$ cat src/rtl/reg_cut_timeout.sv
// -----------------------------------------------------------------------------
// reg_cut_timeout
//
// Single-entry register slice for the register bus. It sits between the
// APB-to-register-bus bridge and the peripheral register files. The request
// payload and the response are both registered, which breaks the
// combinational ready/rdata path back to APB. A watchdog ends any access the
// target leaves pending for TIMEOUT_CYCLES cycles and answers it with an
// error, so the APB master can never hang.
//
// Parameters:
//   ADDR_WIDTH      register-bus address width
//   DATA_WIDTH      register-bus data width (strobes are DATA_WIDTH/8 wide)
//   TIMEOUT_CYCLES  cycles m_valid_o may stay high without m_ready_i;
//                   0 disables the watchdog
//
// Ports:
//   clk_i, rst_ni               clock, asynchronous active-low reset
//   s_addr_i .. s_valid_i       upstream request (held stable until s_ready_o)
//   s_rdata_o, s_ready_o,       upstream response: one-cycle ready pulse with
//   s_error_o                   rdata/error valid in that cycle
//   m_addr_o .. m_valid_o       downstream request, payload registered
//   m_rdata_i, m_ready_i,       downstream completion
//   m_error_i
//   timeout_o                   one-cycle pulse, coincident with the error
//                               response produced by the watchdog
//   timeout_cnt_o               saturating count of watchdog expiries
//
// Optional feature macro: REG_CUT_TIMEOUT_CNT_EN
//   defined   -> 16-bit saturating counter of timeout_o pulses on timeout_cnt_o
//   undefined -> timeout_cnt_o is tied to 0, no counter flops
// -----------------------------------------------------------------------------
module reg_cut_timeout #(
    parameter int ADDR_WIDTH     = 32,
    parameter int DATA_WIDTH     = 32,
    parameter int TIMEOUT_CYCLES = 256
) (
    input  logic                    clk_i,
    input  logic                    rst_ni,

    input  logic [ADDR_WIDTH-1:0]   s_addr_i,
    input  logic                    s_write_i,
    input  logic [DATA_WIDTH-1:0]   s_wdata_i,
    input  logic [DATA_WIDTH/8-1:0] s_wstrb_i,
    input  logic                    s_valid_i,
    output logic [DATA_WIDTH-1:0]   s_rdata_o,
    output logic                    s_ready_o,
    output logic                    s_error_o,

    output logic [ADDR_WIDTH-1:0]   m_addr_o,
    output logic                    m_write_o,
    output logic [DATA_WIDTH-1:0]   m_wdata_o,
    output logic [DATA_WIDTH/8-1:0] m_wstrb_o,
    output logic                    m_valid_o,
    input  logic [DATA_WIDTH-1:0]   m_rdata_i,
    input  logic                    m_ready_i,
    input  logic                    m_error_i,

    output logic                    timeout_o,
    output logic [15:0]             timeout_cnt_o
);

    localparam int STRB_WIDTH = DATA_WIDTH / 8;
    localparam bit WDOG_EN    = (TIMEOUT_CYCLES > 0);
    localparam int CNT_W      = WDOG_EN ? $clog2(TIMEOUT_CYCLES + 1) : 1;
    // Counter value in the last permitted REQ cycle (the N-th valid cycle).
    localparam logic [CNT_W-1:0] CNT_LAST =
        WDOG_EN ? CNT_W'(TIMEOUT_CYCLES - 1) : '0;

    typedef enum logic [1:0] {
        IDLE = 2'd0,
        REQ  = 2'd1,
        RSP  = 2'd2
    } state_e;

    state_e                  state_q, state_d;
    logic [ADDR_WIDTH-1:0]   addr_q, addr_d;
    logic                    write_q, write_d;
    logic [DATA_WIDTH-1:0]   wdata_q, wdata_d;
    logic [STRB_WIDTH-1:0]   wstrb_q, wstrb_d;
    logic [DATA_WIDTH-1:0]   rdata_q, rdata_d;
    logic                    error_q, error_d;
    logic                    timeout_q, timeout_d;
    logic [CNT_W-1:0]        cnt_q, cnt_d;

    always_comb begin
        state_d   = state_q;
        addr_d    = addr_q;
        write_d   = write_q;
        wdata_d   = wdata_q;
        wstrb_d   = wstrb_q;
        rdata_d   = rdata_q;
        error_d   = error_q;
        timeout_d = 1'b0;
        cnt_d     = cnt_q;

        case (state_q)
            IDLE: begin
                if (s_valid_i) begin
                    addr_d  = s_addr_i;
                    write_d = s_write_i;
                    wdata_d = s_wdata_i;
                    wstrb_d = s_wstrb_i;
                    cnt_d   = '0;
                    state_d = REQ;
                end
            end

            REQ: begin
                // A ready arriving in the expiry cycle takes priority over
                // the watchdog.
                if (m_ready_i) begin
                    rdata_d = write_q ? '0 : m_rdata_i;
                    error_d = m_error_i;
                    state_d = RSP;
                end else if (WDOG_EN) begin
                    if (cnt_q == CNT_LAST) begin
                        rdata_d   = '0;
                        error_d   = 1'b1;
                        timeout_d = 1'b1;
                        state_d   = RSP;
                    end else begin
                        cnt_d = cnt_q + CNT_W'(1);
                    end
                end
            end

            RSP: begin
                // Response is visible for this single cycle only.
                rdata_d = '0;
                error_d = 1'b0;
                state_d = IDLE;
            end

            default: begin
                state_d = IDLE;
            end
        endcase
    end

    always_ff @(posedge clk_i or negedge rst_ni) begin
        if (!rst_ni) begin
            state_q   <= IDLE;
            addr_q    <= '0;
            write_q   <= 1'b0;
            wdata_q   <= '0;
            wstrb_q   <= '0;
            rdata_q   <= '0;
            error_q   <= 1'b0;
            timeout_q <= 1'b0;
            cnt_q     <= '0;
        end else begin
            state_q   <= state_d;
            addr_q    <= addr_d;
            write_q   <= write_d;
            wdata_q   <= wdata_d;
            wstrb_q   <= wstrb_d;
            rdata_q   <= rdata_d;
            error_q   <= error_d;
            timeout_q <= timeout_d;
            cnt_q     <= cnt_d;
        end
    end

    assign m_addr_o  = addr_q;
    assign m_write_o = write_q;
    assign m_wdata_o = wdata_q;
    assign m_wstrb_o = wstrb_q;
    assign m_valid_o = (state_q == REQ);

    assign s_rdata_o = rdata_q;
    assign s_error_o = error_q;
    assign s_ready_o = (state_q == RSP);
    assign timeout_o = timeout_q;

`ifdef REG_CUT_TIMEOUT_CNT_EN
    logic [15:0] tcnt_q, tcnt_d;

    always_comb begin
        tcnt_d = tcnt_q;
        if (timeout_q && (tcnt_q != 16'hFFFF)) begin
            tcnt_d = tcnt_q + 16'd1;
        end
    end

    always_ff @(posedge clk_i or negedge rst_ni) begin
        if (!rst_ni) begin
            tcnt_q <= 16'd0;
        end else begin
            tcnt_q <= tcnt_d;
        end
    end

    assign timeout_cnt_o = tcnt_q;
`else
    assign timeout_cnt_o = 16'd0;
`endif

endmodule

$ cat config.mk
export PLATFORM = sky130hd
export DESIGN_NAME = reg_cut_timeout
export DESIGN_NICKNAME = d
export VERILOG_FILES = /design/src/rtl/reg_cut_timeout.sv
export SDC_FILE = /design/constraint.sdc
export NUM_CORES = 1
export LEC_CHECK = 0
export ABC_CLOCK_PERIOD_IN_PS = 2200
export CAP_MARGIN = 20
export CORE_UTILIZATION = 35
export CTS_CLUSTER_SIZE = 20
export DETAILED_ROUTE_END_ITERATION = 7
export PLACE_DENSITY = 0.7
export SYNTH_ARGS = -nofsm -noshare
export SYNTH_HDL_FRONTEND = slang
export SYNTH_SLANG_ARGS = --single-unit
$ cat constraint.sdc
create_clock -name clk_i -period 2.2 [get_ports clk_i]
set_input_delay 0.33 -clock clk_i [delete_from_list [all_inputs] [get_ports clk_i]]
set_output_delay 0.33 -clock clk_i [all_outputs]
set_load 0.02 [all_outputs]
==> results of run 1 <==
## area by class of cell
cell class                 count  area (um^2)  share of cell area
sequential                   114         2850               0.367
timing repair buffer         222         2300               0.297
multi-input combinational    211         1650               0.212
clock buffer                  23          478              0.0615
tap                          176          220              0.0284
inverter                      36          135              0.0174
clock inverter                 9          129              0.0166
## Yosys cell counts, drive strengths merged (4+ instances only)
| master | number | area share |
|---|---|---|
| xor2 | 6 | 0.011 |
| inv | 36 | 0.028 |
| buf | 33 | 0.053 |
| a22o | 4 | 0.0073 |
| mux2 | 72 | 0.17 |
| nand2 | 5 | 0.0039 |
| dfrtp | 114 | 0.59 |
| ha | 6 | 0.016 |
| nor2 | 11 | 0.0091 |
| and3 | 4 | 0.0052 |
| nand3 | 36 | 0.037 |
| o21ai | 36 | 0.041 |
## routing by layer
layer | GRT usage | vias up
met5 | 0 | -
met4 | 0.0807 | 0
met3 | 0.0608 | 26
met2 | 0.286 | 159
met1 | 0.193 | 1773
li1 | - | 1706
## kinds of logic (layout without fill, tap and decap cells)
group	after synthesis	in the layout	synth area share
flip-flops	114	114	0.593
multiplexers	72	72	0.169
buffers and inverters	70	290	0.0822
AND/OR/NAND/NOR	67	67	0.0749
AO/OA/AOI/OAI	44	44	0.0538
adder cells (fa/ha/maj)	6	6	0.0156
XOR/XNOR	6	6	0.0109
other	1	16	0.000780
## how the worst max path moves through the flow
stage / slack, ps / from / to / cells past startpoint
after floorplan: 230 / cnt_q[0]$_DFFE_PN0P_ / cnt_q[0]$_DFFE_PN0P_ / 7
after global placement: 150 / cnt_q[0]$_DFFE_PN0P_ / s_rdata_o[11]$_DFFE_PN0P_ / 9
after detailed placement: 40 / cnt_q[0]$_DFFE_PN0P_ / s_rdata_o[14]$_DFFE_PN0P_ / 9
after CTS: 20 / cnt_q[0]$_DFFE_PN0P_ / s_rdata_o[14]$_DFFE_PN0P_ / 9
after global routing: 8 / cnt_q[0]$_DFFE_PN0P_ / s_rdata_o[5]$_DFFE_PN0P_ / 10
final: 120 / cnt_q[0]$_DFFE_PN0P_ / s_rdata_o[10]$_DFFE_PN0P_ / 10
## through the flow
stage	cell area [um^2]	total power, W	std cells	utilization
2_1_floorplan	4870	0.00623	395	-
3_3_place_gp	7060	0.00827	754	0.529
3_5_place_dp	7060	0.00840	754	0.529
4_1_cts	7670	0.0113	787	0.575
5_1_grt	7770	0.0120	791	0.582
6_report	7770	0.0114	791	0.582
## power by group through the flow
stage | clock (W) | combinational, W | sequential, W
global route | 0.00294 | 0.00562 | 0.00348
CTS | 0.00285 | 0.00503 | 0.00337
floorplan | 0 | 0.00191 | 0.00432
detailed placement | 0 | 0.00500 | 0.00340
finish | 0.00279 | 0.00530 | 0.00336
global placement | 0 | 0.00493 | 0.00334
## flip-flops by register name, summed over array words and instances (netlist names)
register / count
cnt_q: 9
m_addr_o: 32
m_wdata_o: 32
m_write_o: 1
m_wstrb_o: 4
s_error_o: 1
s_rdata_o: 32
state_q: 2
timeout_o: 1
## timing repair
item / 4_1_cts / 5_1_grt
hold buffers: 1 / 0
endpoints found under the hold margin: 31 / 0
setup buffers: 0 / 2
gates resized for setup: 0 / 7
setup endpoints to repair: 0 / 39
==> results summary, run 1 <==
The run finished with clean final reports. By startpoint and endpoint, the worst setup path is classified as reg -> reg. The worst register-to-register path ends at s_rdata_o[10]$_DFFE_PN0P_.

Buffers inserted during clock tree synthesis total 17. The post-synthesis instance total came out at 380. The combinational power share came out at 0.463.

The number of fillers in the final layout is 1086. The async set-or-reset flop fraction in the synthesized netlist is 1.00. The netlist area before placement came out at 4810 um^2.

The number of remaining DRC errors is 0. Summed over all nets, wire length on met3 after detailed routing comes to 856 um. The share of synthesized area occupied by flip-flops and latches is 0.593. The core region is 13300 um^2. Counting stages on the worst path, the most repeated cell is sky130_fd_sc_hd__and3_1.

The length of the first detailed-routing pass in iterations came out at 4. The final RePlAce weighted congestion is 0.816. The later-pin clock latency in the skew report is 410 ps. Setup repair after global routing left no endpoint under its margin. The maximum cell stage delay along the critical path is 420 ps. The average instance in the mapped netlist occupies 12.7 um^2.

The total grt overflow is 0. The met2 routed wirelength is 6.00 mm. The global router's overall resource usage came out at 0.171. The count of port buffers added during placement came out at 210. The detailed placement HPWL came out at 8.17 mm. The TritonCTS clock tree is built. The maximum level of the CTS H-tree came out at 4. The synthesis warning total came out at 0. The cell family contributing the most delay on the critical path is simple AND/OR/NAND/NOR gates. The violation count after the first detailed-route iteration came out at 153.

The number of vias in the routed layout is 3664. Yosys mapped a number of flops with a built-in enable equal to 0. The residual antenna-violating net count after detailed routing is 0. The launching point of the worst reg2reg path is cnt_q[0]$_DFFE_PN0P_. Clock skew on the completed layout was measured at 6.95 ps. The biggest fanout along the worst timing path came out at 29.

The worst ir drop on vdd is 0.000816 V. In the final routing, the length of wire on met1 measures 4.74 mm. The initial utilization of the core area, before any placement, comes to 0.360. The final hold violation count is 0. The switching part of the total power came out at 0.342. The area growth from synthesis to layout is 61.5%.

The via count of the first global-routing pass came out at 3870. The top layer used by detailed routing is met4. The number of antenna violations at the first check in global routing was 0. The number of max-slew violations in the final report came out at 0. The total number of clock tree sinks is 114. The final routed wirelength across all metal layers is 11.9 mm.

For this run, the top clock speed supported by timing is 480 MHz. The top-level port count is 227. The number of antenna cells inserted is 0. The setup TNS is 0 ps. The final-stage net count is 714. The leakage power came out at 3.32 nW. The root cell of the clock tree is sky130_fd_sc_hd__clkbuf_16. The power density over the cells is 1470 nW/um^2. Setup violations remaining at the end of the flow were counted as 0. The max-cap check violation count came out at 0.

On the critical path, the stage with the largest delay is an instance of sky130_fd_sc_hd__dfrtp_1. The worst-case register-to-register setup slack came out at 120 ps. The final worst-path cycle share came out at 0.947.

The number of different library cells used by synthesis comes to 32. The net switching power figure came out at 0.00391 W. The fraction of layout cells with a size suffix above 1 came out at 0.205. The library cell used most frequently in the layout, excluding fill and tap cells, is sky130_fd_sc_hd__clkdlybuf4s50_1.

The wire length of the first global-routing pass came out at 18.9 mm. The worst register-to-register path has a depth of 10. Entering global routing, the biggest net connects 59 pins. The kind of start point of the critical path is a flop.

The width of the die is 119 um. The endpoint type of the worst setup path is a flop. The combined buffer and inverter count along the critical path is 2. The post-route worst hold slack is 419 ps. The floorplan step defined a die boundary enclosing 14200 um^2. The vertical die dimension came out at 119 um. In the post-route analysis, the smallest setup slack over all paths is 118 ps. Data on the critical path arrives at its endpoint at 2370 ps.

The largest buffer count on any clock path is 2. Clock-pin slew was measured on the worst setup and hold paths at 60 ps. The path class of the tightest hold or removal check is in -> async.

Before CTS, the worst setup slack after placement is 43.8 ps. The count of state elements after synthesis is 114. The detailed-route wire length per cell came out at 15.0 um. Row generation in the floorplan step produced 42 rows. The smallest clock period supported by the final layout is computed as 2080 ps. The library cells used most frequently in the layout, excluding fill and tap cells, are sky130_fd_sc_hd__clkdlybuf4s50_1 (208), sky130_fd_sc_hd__dfrtp_1 (114), sky130_fd_sc_hd__mux2_2 (72). The cell-internal power is 0.00753 W. Data on the critical path is required at its endpoint by 2490 ps. Among all flip-flop cells after synthesis, the most frequent one is sky130_fd_sc_hd__dfrtp_1. The per-cell via count in the routed design came out at 4.63. Traced cell by cell, the critical path runs through ha_1 > and3_1 > and3_1 > ha_2 > nor2_4 > a21boi_4 > buf_12 > clkbuf_16 > nand3_1 > o21ai_0.

The share of total power in sequential cells came out at 0.293. Of the total power, the clock network draws 0.243.
(Power assumes the default switching activity.)
==> inputs of run 2 (changes only) <==
CORE_UTILIZATION = 39   (was 35)
PLACE_DENSITY = 0.77   (was 0.7)
==> run 2 against run 1 <==
  * Hold slack worse by 3.0 ps
  * Flip-flop and latch count stayed put
  * Fmax hardly changed
  * Cell count is 3.8% lower
  * Non-clock buffer count is 1 lower
  * Clock power is 2% lower
  * Register-to-register slack hardly changed
  * Via count is 0.93% higher
  * Critical endpoint is now s_rdata_o[4]$_DFFE_PN0P_
  * Clock skew is 1.5 ps lower
  * Routed wire length is 2.0% lower
==> results summary, run 2 (same netlist as run 1, synthesis figures left out) <==
The later-pin clock latency in the skew report is 400 ps (about the same). The maximum cell stage delay along the critical path came out at 420 ps (about the same). The data required time at the worst endpoint is 2470 ps (-20 ps).

The cell family contributing the most delay on the critical path is simple AND/OR/NAND/NOR gates. The number of gates on the worst path with buffers counted came out at 10 (unchanged). TritonCTS built the clock tree.

The total setup violations reported at the end of the flow is 0 (unchanged). The detailed placement HPWL was 7.96 mm (-2.6%). The setup TNS came to 0 ps (unchanged).

The count of placed standard cells in the final layout, fillers left out was 761 (-3.8%). The number of clock buffers inserted by TritonCTS came out at 17 (unchanged). The number of cells on the worst reg-to-reg path is 10 (unchanged).

The maximum operating frequency is 480 MHz (about the same). The post-place instance area came out at 7010 um^2 (-0.69%). The floorplan core area came out at 12000 um^2 (-10%).

The residual antenna-violating net count after detailed routing was 0 (unchanged). The final hold violation count is 0 (unchanged). The count of port buffers added during placement came out at 210 (unchanged). The number of max-slew violations in the final report was 0 (unchanged). The cell count after placement is 724 (-4.0%). The number of vias in the routed layout is 3698 (+0.93%). The kind of start point of the critical path is a flop. The length of the first detailed-routing pass in iterations is 4 (unchanged). The number of antenna cells inserted came out at 0 (unchanged). The width of the die is 113 um (-5.2%). The combined buffer and inverter count along the critical path came out at 2 (unchanged). The wire length of the first global-routing pass is 17.5 mm (-7.3%). The run finished with clean final reports.

The final-stage net count is 713 (-0.14%). The top-level port count is 227 (unchanged). The per-cell via count in the routed design came out at 4.86 (+4.9%). The total grt overflow is 0 (unchanged). The area growth from synthesis to layout came out at 60.2%. The power density over the cells came out at 1470 nW/um^2 (about the same). The final RePlAce weighted congestion came out at 0.827 (+1.4%). The largest net degree at the start of global routing came out at 69 (+17%). The arrival time of data at the critical path endpoint is 2350 ps (-20 ps). The endpoint type of the worst setup path is a flop. The die area is 12800 um^2 (-10%).

The leakage power came out at 3.31 nW (-0.33%). The violation count after the first detailed-route iteration is 179 (+17%). The global router's overall resource usage was 0.179 (+0.00857). The starting utilization of the core area is 0.400 (+0.0401). The vertical die dimension came out at 113 um (-5.2%).

The worst hold path belongs to the class in -> async. The number of fillers in the final layout came to 945 (-13%). The critical path class is reg -> reg. The root cell of the clock tree is sky130_fd_sc_hd__clkbuf_16.

The fraction of layout cells with a size suffix above 1 was 0.204 (-0.00129). The final non-filler cell area is 7710 um^2 (-0.76%). Leaving out fill and tap cells, the most frequent cells in the layout are sky130_fd_sc_hd__clkdlybuf4s50_1 (208), sky130_fd_sc_hd__dfrtp_1 (114), sky130_fd_sc_hd__mux2_2 (72). The worst ir drop on vdd is 0.000845 V (+3.6%).

For this design, the slowest cell found on the critical path is sky130_fd_sc_hd__dfrtp_1. The final clock skew is 5.43 ps (-1.52 ps). The number of core rows came out at 40 (-4.8%).

The number of antenna violations at the first check in global routing was 0 (unchanged). The total number of clock tree sinks is 114 (unchanged). The max-cap check violation count came out at 0 (unchanged). Traced cell by cell, the critical path runs through ha_1 > and3_1 > and3_1 > ha_2 > nor2_4 > a21boi_4 > buf_12 > buf_12 > nand3_1 > o21ai_0. The detailed-route wire length per cell came out at 15.3 um (+1.8%). The clock period minus worst slack was 2080 ps (-0.891 ps). The via count of the first global-routing pass came out at 3643 (-5.9%). The share of the core filled with cells is 0.642 (+0.0598).

The number of remaining DRC errors came out at 0 (unchanged). The clock slew seen by the registers of the worst setup and hold paths came out at 50 ps (about the same). The final worst-path cycle share came to 0.946 (about the same).

The total design power came out at 0.0114 W (-0.75%). The biggest fanout along the worst timing path came out at 16 (-45%). The most common cell after layout, fill and taps aside is sky130_fd_sc_hd__clkdlybuf4s50_1.

The maximum level of the CTS H-tree is 4 (unchanged). The final routed wirelength across all metal layers is 11.7 mm (-2.0%). The largest buffer count on any clock path is 2 (unchanged).
-- run 2: changes by cell type in the layout (fill, tap and decap cells not counted), sizes merged --
cell    previous run  this run
clkinv             4         6
buf               10         9
clkbuf            25        23
-- run 2: path summary, 6_finish.rpt --
| kind | from | endpoint | slack [ps] |
|---|---|---|---|
| max | cnt_q[0]$_DFFE_PN0P_ | s_rdata_o[4]$_DFFE_PN0P_ | 120 |
| min | rst_ni | m_wdata_o[29]$_DFFE_PN0P_ | 420 |
| max reg2reg | cnt_q[0]$_DFFE_PN0P_ | s_rdata_o[4]$_DFFE_PN0P_ | 120 |
| min reg2reg | m_addr_o[19]$_DFFE_PN0P_ | m_addr_o[19]$_DFFE_PN0P_ | 500 |
| max in group asynchronous | rst_ni | state_q[1]$_DFFE_PN0P_ | 1160 |
| min in group clk_i | m_rdata_i[8] | s_rdata_o[8]$_DFFE_PN0P_ | 490 |
-- run 2: routing by layer --
layer,track usage,routed length (um),up-vias
met4,0.0974,273,0
met2,0.303,5990,171
li1,-,-,1701
met5,0,0,-
met3,0.0643,895,23
met1,0.197,4500,1803
-- run 2: area by class of cell --
class	instances	area (um^2)	area share
well taps	147	184	0.0239
clock buffers	21	460	0.0597
repair buffers	221	2300	0.299
flip-flops and latches	114	2850	0.370
clock inverters	11	135	0.0175
multi-input cells	211	1640	0.213
inverters	36	135	0.0175
-- run 2: power by group --
| part | leakage [nW] | switching, W | internal (W) |
|---|---|---|---|
| clock | 0.292 | 0.000910 | 0.00182 |
| sequential | 1.42 | 0.000416 | 0.00293 |
| combinational | 1.60 | 0.00255 | 0.00272 |
-- run 2: per-stage QoR --
step	hold WS, ps	setup slack, ps
after floorplan	34.4	231
after global placement	291	157
after detailed placement	298	86.0
after CTS	397	44.7
after global routing	437	-1.40
final	416	119
-- run 2: what timing repair did --
item	4_1_cts	5_1_grt
setup endpoints to repair	0	23
hold endpoints to repair	28	0
resized for setup	0	4
buffers inserted	0	1
hold buffers	1	0
==> inputs of run 3 (changes only) <==
REMOVE_ABC_BUFFERS = 1   (was default)
==> run 3 against run 2 <==
  * Fmax shrank 0.68%
  * Global-route usage grew 1.4 points
  * Count of clock-buffer cells in the layout is the same
  * Core utilization grew 0.34 points
  * Clock power grew 16%
  * Flip-flop and latch count is the same
  * Cell count shrank 0.39%
  * Hold slack gained 4.6 ps
  * Critical path depth shrank 3
  * Total power grew 2.4%
  * Worst setup slack lost 14 ps
  * Combinational power shrank 3%
==> results summary, run 3 (same netlist as run 1, synthesis figures left out) <==
The flow ran to the end, and the final reports show no timing, DRC or antenna violations. The number of vias in the routed layout is 3601 (-2.6%). From synthesis to final layout, the design area changed by 61.1%.

The share of total power in sequential cells came out at 0.289 (-0.006). The combinational power share is 0.439 (-0.025). The final RePlAce weighted congestion was 0.783 (-5.3%).

The number of clock buffers inserted by TritonCTS came out at 17 (unchanged). The endpoint of the worst-slack reg-to-reg timing path is cnt_q[0]$_DFFE_PN0P_. The setup TNS is 0 ps (unchanged). The clock period minus worst slack was 2100 ps (+14.2 ps).

The number of antenna violations at the first check in global routing is 0 (unchanged). The total number of clock tree sinks came out at 114 (unchanged). The worst min-delay path class is in -> async.

The kind of start point of the critical path is a flop. The die area came out at 12800 um^2 (unchanged). The worst ir drop on vdd came out at 0.00103 V (+22%). The violation count after the first detailed-route iteration came out at 127 (-29%). The final-stage net count came out at 712 (-0.14%).

The top-level port count is 227 (unchanged). The max-cap check violation count is 0 (unchanged). The number of fillers in the final layout came out at 914 (-3.3%). The via count of the first global-routing pass came out at 3682 (+1.1%). The maximum operating frequency came out at 477 MHz (-0.68%). The net switching power figure came to 0.00387 W (-0.25%). The number of antenna cells inserted came to 0 (unchanged). The number of remaining DRC errors came out at 0 (unchanged). The cell family contributing the most delay on the critical path is simple AND/OR/NAND/NOR gates. The final hold violation count is 0 (unchanged). The power share of the clock group came out at 0.272 (+0.031). The per-cell via count in the routed design is 4.75 (-2.2%). The number of max-slew violations in the final report came out at 0 (unchanged).

The leakage power was 3.33 nW (+0.58%). The endpoint type of the worst setup path is a flop. The combined buffer and inverter count along the critical path is 0 (-2).

Leaving out fill and tap cells, the most frequent cell in the layout is sky130_fd_sc_hd__clkdlybuf4s50_1. TritonCTS built the clock tree. The area used by multi-input combinational logic is 1630 um^2 (-0.31%). Setup repair after global routing left no endpoint under its margin.

The wire length of the first global-routing pass came out at 18.7 mm (+7.1%). The arrival time of data at the critical path endpoint is 2380 ps (+30 ps). The number of core rows came out at 40 (unchanged). The cell that appears most often on the critical path is sky130_fd_sc_hd__and3_1. The floorplan core area came out at 12000 um^2 (unchanged). The maximum level of the CTS H-tree came out at 4 (unchanged). The width of the die came out at 113 um (unchanged). The number of cells on the worst reg-to-reg path is 7 (-3).

The final routed wirelength across all metal layers came out at 12.1 mm (+3.8%). The switching part of the total power came out at 0.333 (-0.00871). The biggest fanout along the worst timing path came out at 5 (-11). The maximum cell stage delay along the critical path came out at 430 ps (about the same). The worst setup slack after layout is 104 ps (-14.2 ps). The detailed placement HPWL is 8.60 mm (+8.1%). The starting utilization of the core area came out at 0.400 (unchanged). The final worst-path cycle share is 0.953 (+0.00647). The length of the first detailed-routing pass in iterations is 4 (unchanged). The post-CTS setup buffer count came out at 0 (unchanged). The detailed-route wire length per cell came to 16.0 um (+4.2%).

The later-pin clock latency in the skew report came out at 410 ps (about the same). The root cell of the clock tree is sky130_fd_sc_hd__clkbuf_16. The fraction of layout cells with a size suffix above 1 came to 0.205 (+0.00100).

The global router's overall resource usage came to 0.193 (+0.0139). The residual antenna-violating net count after detailed routing is 0 (unchanged). The cell-internal power came out at 0.00775 W (+3.7%). The placement-stage worst setup slack came to 63.3 ps (-22.7 ps).

The largest net degree at the start of global routing came to 65 (-5.8%). In the layout the commonest cells are sky130_fd_sc_hd__clkdlybuf4s50_1 (208), sky130_fd_sc_hd__dfrtp_1 (113), sky130_fd_sc_hd__mux2_2 (72). The largest buffer count on any clock path is 2 (unchanged). The total setup violations reported at the end of the flow came out at 0 (unchanged).

The data required time at the worst endpoint is 2480 ps (about the same). The sequential cell area came out at 2850 um^2 (about the same). The final clock skew came to 8.68 ps (+3.25 ps).

The post-place instance area came out at 7020 um^2 (+0.21%). The share of the core filled with cells came out at 0.645 (+0.00344). The count of port buffers added during placement came to 210 (unchanged).

The total grt overflow is 0 (unchanged). The launching point of the worst reg2reg path is cnt_q[0]$_DFFE_PN0P_. The total design power came out at 0.0116 W (+2.4%). The power density over the cells came out at 1500 nW/um^2 (+1.8%). Traced cell by cell, the critical path runs through ha_1 > and3_1 > and3_1 > ha_2 > or2_1 > mux2_2 > a22o_1. The final non-filler cell area is 7750 um^2 (+0.54%). The clock slew seen by the registers of the worst setup and hold paths was 50 ps (about the same).

The slowest library cell on the worst path is sky130_fd_sc_hd__dfrtp_2. By startpoint and endpoint, the worst setup path is classified as reg -> reg. The worst-case register-to-register setup slack is 100 ps (about the same). The vertical die dimension is 113 um (unchanged).
## run 3: changes by cell type in the layout (fill, tap and decap cells not counted), moves of 2 or more
cell,before,now
sky130_fd_sc_hd__clkinv_2,6,1
sky130_fd_sc_hd__clkbuf_8,2,4
sky130_fd_sc_hd__bufinv_16,3,6
sky130_fd_sc_hd__clkbuf_1,2,0
sky130_fd_sc_hd__buf_4,2,4
## run 3: area by class of cell
type,count,area share
multi-input combinational,211,0.211
clock buffer,21,0.0620
tap,147,0.0237
inverter,36,0.0174
sequential,114,0.368
timing repair buffer,220,0.292
clock inverter,9,0.0260
## run 3: what timing repair did
action | 4_1_cts | 5_1_grt
hold buffers | 1 | 0
gates resized for setup | 0 | 4
endpoints found under the hold margin | 33 | 0
setup endpoints to repair | 0 | 40
## run 3: metrics by stage
stage / instances / hold slack [ps]
detailed placement: 726 / 325
CTS: 757 / 446
floorplan: 361 / 34.4
global placement: 726 / 318
finish: 758 / 420
global route: 758 / 478
## run 3: worst max-delay path by stage
stage                            from                        end  slack (ps)  depth (start not counted)
3_3_place_gp     cnt_q[0]$_DFFE_PN0P_       cnt_q[5]$_DFFE_PN0P_         150                          8
6_report         cnt_q[0]$_DFFE_PN0P_       cnt_q[0]$_DFFE_PN0P_         100                          7
3_5_place_dp     cnt_q[0]$_DFFE_PN0P_       cnt_q[0]$_DFFE_PN0P_          60                          7
2_1_floorplan    cnt_q[0]$_DFFE_PN0P_      s_error_o$_DFFE_PN0P_        -770                          7
5_1_grt          cnt_q[1]$_DFFE_PN0P_  s_rdata_o[14]$_DFFE_PN0P_          10                          9
4_1_cts        state_q[0]$_DFFE_PN0P_                  s_ready_o          40                          3
## run 3: power groups by stage
| stage | Sequential (W) | Combinational [W] | Clock (W) |
|---|---|---|---|
| 4_1_cts | 0.00337 | 0.00503 | 0.00320 |
| 3_5_place_dp | 0.00340 | 0.00501 | 0 |
| 3_3_place_gp | 0.00334 | 0.00490 | 0 |
| 2_1_floorplan | 0.00432 | 0.00163 | 0 |
| 5_1_grt | 0.00347 | 0.00541 | 0.00331 |
| 6_report | 0.00336 | 0.00510 | 0.00316 |
## run 3: per-layer routing
| layer | global-route usage | wire, um | vias to the layer above |
|---|---|---|---|
| li1 | - | - | 1695 |
| met1 | 0.227 | 4870 | 1750 |
| met2 | 0.338 | 6310 | 138 |
| met3 | 0.0536 | 702 | 18 |
| met4 | 0.0693 | 213 | 0 |
| met5 | 0 | 0 | - |
